==> config.mk <==
export PLATFORM = sky130hd
export DESIGN_NAME = rr_arb_mux
export DESIGN_NICKNAME = d
export VERILOG_FILES = /design/src/rtl/rr_arb_mux.sv
export SDC_FILE = /design/constraint.sdc
export NUM_CORES = 1
export LEC_CHECK = 0
export BUFFER_PORTS_ARGS = -buffer_cell sky130_fd_sc_hd__clkbuf_2
export CORE_AREA = 2 2 128 130
export DETAILED_ROUTE_END_ITERATION = 8
export DIE_AREA = 0 0 130 132
export PLACE_DENSITY = 0.72
export SLEW_MARGIN = 40
export SYNTH_ARGS = -nofsm -noshare
export SYNTH_HDL_FRONTEND = slang
export SYNTH_SLANG_ARGS = --single-unit
==> constraint.sdc <==
create_clock -name clk -period 2.7 [get_ports clk]
set_input_delay 0.27 -clock clk [delete_from_list [all_inputs] [get_ports clk]]
set_output_delay 0.27 -clock clk [all_outputs]
set_load 0.02 [all_outputs]
==> src/rtl/rr_arb_mux.sv <==
// rr_arb_mux: N_CH:1 registered channel mux with a round-robin arbiter and valid/ready on every port.
// Define RR_ARB_MUX_LOCK_EN to add in_last and hold the grant on one channel until its last beat.
module rr_arb_mux #(
    parameter int WIDTH = 64,
    parameter int N_CH  = 4,
    parameter int SEL_W = (N_CH > 1) ? $clog2(N_CH) : 1
) (
    input  logic                  clk,
    input  logic                  reset,
    input  logic [N_CH*WIDTH-1:0] in_data,
    input  logic [N_CH-1:0]       in_valid,
    output logic [N_CH-1:0]       in_ready,
`ifdef RR_ARB_MUX_LOCK_EN
    input  logic [N_CH-1:0]       in_last,
`endif
    output logic [WIDTH-1:0]      out_data,
    output logic [SEL_W-1:0]      out_sel,
    output logic                  out_valid,
    input  logic                  out_ready
);

    logic [WIDTH-1:0] data_q, data_d;
    logic [SEL_W-1:0] sel_q, sel_d;
    logic             valid_q, valid_d;
    logic [SEL_W-1:0] ptr_q, ptr_d;

    logic             load;
    logic             accept;
    logic             hi_found, lo_found, rr_found;
    logic [SEL_W-1:0] hi_sel, lo_sel, rr_sel;
    logic             gnt_found;
    logic [SEL_W-1:0] gnt_sel;
    logic [SEL_W-1:0] nxt_ptr;
    logic [N_CH-1:0]  grant;
    logic [WIDTH-1:0] gnt_data;

    assign load = !valid_q || out_ready;

    // Lowest valid index at or above ptr wins; otherwise the lowest valid index overall.
    always_comb begin : rr_scan
        // NOTE: every variable gets a default before any branch so no latch is inferred.
        hi_found = 1'b0;
        hi_sel   = '0;
        lo_found = 1'b0;
        lo_sel   = '0;
        for (int k = N_CH - 1; k >= 0; k--) begin
            if (in_valid[k]) begin
                lo_found = 1'b1;
                lo_sel   = SEL_W'(k);
                if (k >= int'(ptr_q)) begin
                    hi_found = 1'b1;
                    hi_sel   = SEL_W'(k);
                end
            end
        end
        rr_found = hi_found || lo_found;
        rr_sel   = hi_found ? hi_sel : lo_sel;
    end

`ifdef RR_ARB_MUX_LOCK_EN
    typedef enum logic {
        ST_IDLE   = 1'b0,
        ST_LOCKED = 1'b1
    } state_t;

    state_t           state_q, state_d;
    logic [SEL_W-1:0] lch_q, lch_d;
    logic             lch_valid;
    logic             gnt_last;

    always_comb begin : lock_lookup
        lch_valid = 1'b0;
        gnt_last  = 1'b0;
        for (int k = 0; k < N_CH; k++) begin
            if (lch_q == SEL_W'(k)) lch_valid = in_valid[k];
            if (gnt_sel == SEL_W'(k)) gnt_last = in_last[k];
        end
    end

    assign gnt_found = (state_q == ST_LOCKED) ? lch_valid : rr_found;
    assign gnt_sel   = (state_q == ST_LOCKED) ? lch_q : rr_sel;
`else
    assign gnt_found = rr_found;
    assign gnt_sel   = rr_sel;
`endif

    always_comb begin : grant_decode
        grant    = '0;
        gnt_data = '0;
        for (int k = 0; k < N_CH; k++) begin
            if (gnt_found && (gnt_sel == SEL_W'(k))) begin
                grant[k] = 1'b1;
                gnt_data = in_data[k*WIDTH +: WIDTH];
            end
        end
    end

    // Gating with reset keeps in_ready low while the async reset is asserted.
    assign accept   = load && gnt_found && !reset;
    assign in_ready = accept ? grant : '0;
    assign nxt_ptr  = (gnt_sel == SEL_W'(N_CH - 1)) ? '0 : gnt_sel + SEL_W'(1);

    always_comb begin : next_state
        valid_d = valid_q;
        data_d  = data_q;
        sel_d   = sel_q;
        ptr_d   = ptr_q;
`ifdef RR_ARB_MUX_LOCK_EN
        state_d = state_q;
        lch_d   = lch_q;
`endif
        if (load) begin
            valid_d = accept;
            if (accept) begin
                data_d = gnt_data;
                sel_d  = gnt_sel;
`ifdef RR_ARB_MUX_LOCK_EN
                case (state_q)
                    ST_IDLE: begin
                        if (gnt_last) begin
                            ptr_d = nxt_ptr;
                        end else begin
                            state_d = ST_LOCKED;
                            lch_d   = gnt_sel;
                        end
                    end
                    ST_LOCKED: begin
                        if (gnt_last) begin
                            state_d = ST_IDLE;
                            ptr_d   = nxt_ptr;
                        end
                    end
                    default: state_d = ST_IDLE;
                endcase
`else
                ptr_d = nxt_ptr;
`endif
            end
        end
    end

    always_ff @(posedge clk or posedge reset) begin
        // NOTE: non-blocking assignments so every register samples pre-edge values.
        if (reset) begin
            valid_q <= 1'b0;
            data_q  <= '0;
            sel_q   <= '0;
            ptr_q   <= '0;
`ifdef RR_ARB_MUX_LOCK_EN
            state_q <= ST_IDLE;
            lch_q   <= '0;
`endif
        end else begin
            valid_q <= valid_d;
            data_q  <= data_d;
            sel_q   <= sel_d;
            ptr_q   <= ptr_d;
`ifdef RR_ARB_MUX_LOCK_EN
            state_q <= state_d;
            lch_q   <= lch_d;
`endif
        end
    end

    assign out_data  = data_q;
    assign out_sel   = sel_q;
    assign out_valid = valid_q;

endmodule
==> results.cfg <==
[run_status]
status = finished clean

[final_layout]
nFillCells = 1588
n_antenna_cell = 0
nNetsFinal = 1187
drive_gt1_share_pct = 47.4
area_delta_synth_final_pct = 45.4

[cts]
htree_levels = 3
numCtsBuffers = 9
cts_tree = yes
cts-root-buf = clkbuf_16
cts.sinks = 69
clkLatencyLatePin_ns = 0.33
ctsLongestPathBuffers = 2
clk_pin_slew_ns = 0.06
hold_buffers = 0

[synthesis]
yosys_warnings = 0
syn_nets = 887
syn_inst = 620
ys_ff_latch = 69
syn-cell-area_um2 = 4850
synth_enable_flop_cells = 0
synth_cell_types = 31
yosysSeqAreaShare_pct = 35.6
postSynthAreaPerCell_um2 = 7.82
async_flop_share_pct = 100
synth-main-ff-cell = dfrtp_1

[critical_path]
cp-end-kind = output pin
worst_ep_required_time_ns = 2.43
critPathMaxStageDelay_ns = 0.40
start_kind = flip-flop
cp_slowest_cell = dfrtp_1
cp.arrival_ns = 2.14
r2r_start = ptr_q[0]
worstSetupPathType = reg -> out
worstSetupEndpoint = in_ready[0]
r2r_slack_ns = 0.32
path_cells = nor2b_1, nor2_1, o21bai_1, ha_2, buf_12, and2_1, clkbuf_2
reg2reg_to = out_data[50]
crit_start = ptr_q[0]
crit_fanout = 38
reg2reg_depth = 9

[routing]
drc_errors = 0
via_per_inst = 5.01
totalWireLength_mm = 18.3
first_pass_iters = 4
drtIter0Drc = 227
vias = 5711
ant_nets = 0
wl_per_cell_um = 16.1

[power]
p_leak_uw = 0.00326
powerDensity_nw_per_um2 = 975
vdd_drop_max_v = 0.000416

[die]
die_w_um = 130
dieArea_um2 = 17200
initial_core_util_pct = 30.8
ios = 334
core-area_um2 = 15700
fp.dieH_um = 132
rows = 46

[grt]
grt_pass1_vias = 5640
antenna_found_initial = 0
grt_pass1_wl_mm = 28.4
grt_max_degree = 73
overflow = 0
grt_usage_pct = 21.0

[timing]
hold-worst-slack_ns = 0.0833
final-max-slew-violation-count = 0
rsz0062_at_grt = no
fin_crit_sh_pct = 89.2
finalSetupViolations = 0
max_freq_mhz = 415
tns_ns = 0
fin_skew_ns = 0.00660
tightest_slew_ns = 0.736
hold_viol = 0
layout_min_cycle_time_ns = 2.41
relSlewSlack_pct = 50.8

[placement]
routabilityCongestion = 0.877
dp_hpwl_mm = 13.9
io_buffer_count = 333

[min_path]
hold_class = in -> async

[run]
max_cap_viol_count = 0
cell type report:
type                    count  area [um^2]  area share [%]
clock buffers              12          246            3.50
clock inverters             4         47.5           0.675
inverters                   4         16.3           0.231
multi-input cells         484         2830            40.2
flip-flops and latches     69         1730            24.5
well taps                 216          270            3.84
repair buffers            352         1910            27.1
layout by cell type (no fill, tap or decap), drive strengths merged:
cell type | netlist | final
mux2 | 1 | 1
dfrtp | 69 | 69
or4 | 1 | 1
clkinvlp | 0 | 1
and2 | 5 | 5
nor2b | 5 | 5
or3 | 1 | 1
ha | 4 | 4
o211ai | 63 | 63
o21bai | 1 | 1
clkbuf | 34 | 345
a211oi | 1 | 1
inv | 4 | 3
nand2b | 1 | 1
nand3 | 63 | 63
o21ai | 129 | 129
nor3 | 2 | 2
buf | 29 | 19
o22ai | 1 | 1
a21oi | 66 | 66
nand2 | 134 | 134
clkinv | 0 | 3
nor2 | 2 | 2
nor3b | 1 | 1
bufinv | 0 | 1
a32oi | 1 | 1
nor4 | 1 | 1
a21o | 1 | 1
synthesized netlist by cell type (all sizes together) (2+ instances only):
cell / count / area [um^2]
nand3: 63 / 611
nor3: 2 / 15.0
buf: 29 / 184
clkbuf: 34 / 128
ha: 4 / 50.1
o21ai: 129 / 646
dfrtp: 69 / 1730
inv: 4 / 15.0
nor2b: 5 / 31.3
and2: 5 / 31.3
nand2: 134 / 505
nor2: 2 / 7.51
o211ai: 63 / 473
a21oi: 66 / 330
stage by stage:
stage,worst slack [ns],utilization (%),area [um^2],cells,total power [uW]
final,0.291,44.8,7050,1141,6870
after global routing,0.127,44.8,7050,1141,7460
after CTS,0.164,44.8,7040,1141,6960
after detailed placement,0.287,42.9,6750,1125,5750
after global placement,0.367,42.9,6750,1125,5660
after floorplan,0.374,-,4850,620,4330
what timing repair did:
item,in CTS,in global routing
endpoints found under the setup margin,0,1
gates resized for setup,0,1
setup buffers,0,0
critical path: cells and delay by family (launching register included):
kind	cells	cell delay, ns
buffers and inverters	2	0.37
AO/OA/AOI/OAI	1	0.34
AND/OR/NAND/NOR	3	0.38
flip-flops	1	0.40
adder cells (fa/ha/maj)	1	0.30
per-layer routing:
layer | vias to the layer above | GRT usage (%) | routed length (um)
li1 | 2812 | - | -
met1 | 2636 | 24.3 | 7390
met2 | 233 | 38.0 | 9260
met3 | 30 | 3.94 | 1190
met4 | 0 | 7.95 | 484
met5 | - | 0 | 0
sequential cells by signal, indices dropped and copies added (netlist names):
signal     cells
ptr_q          2
out_sel        2
out_valid      1
out_data      64
kinds of logic after synthesis:
| logic type | synth area share [%] |
|---|---|
| buffers and inverters | 6.74 |
| adders and majority gates | 1.03 |
| muxes | 0.232 |
| AOI/OAI and AO/OA | 30.7 |
| DFF | 35.6 |
| and+or+nand+nor | 25.7 |
worst min path at each step:
| stage | cells after the start | slack, ns | endpoint | start |
|---|---|---|---|---|
| floorplan | 2 | 0.41 | out_data[11] | in_data[203] |
| global placement | 3 | 0.44 | out_data[3] | reset |
| detailed placement | 3 | 0.45 | out_data[5] | reset |
| CTS | 3 | 0.08 | out_data[5] | reset |
| global route | 3 | 0.12 | out_data[60] | reset |
| finish | 3 | 0.08 | out_data[3] | reset |
report_power, final:
part           switching (uW)  leakage [uW]  total, uW  internal (uW)
sequential                255      0.000867       1740           1490
combinational            2560       0.00225       3950           1390
clock                     437      0.000143       1170            738
total                    3260       0.00326       6870           3620
Note: power is estimated with default switching activity, not from simulation.
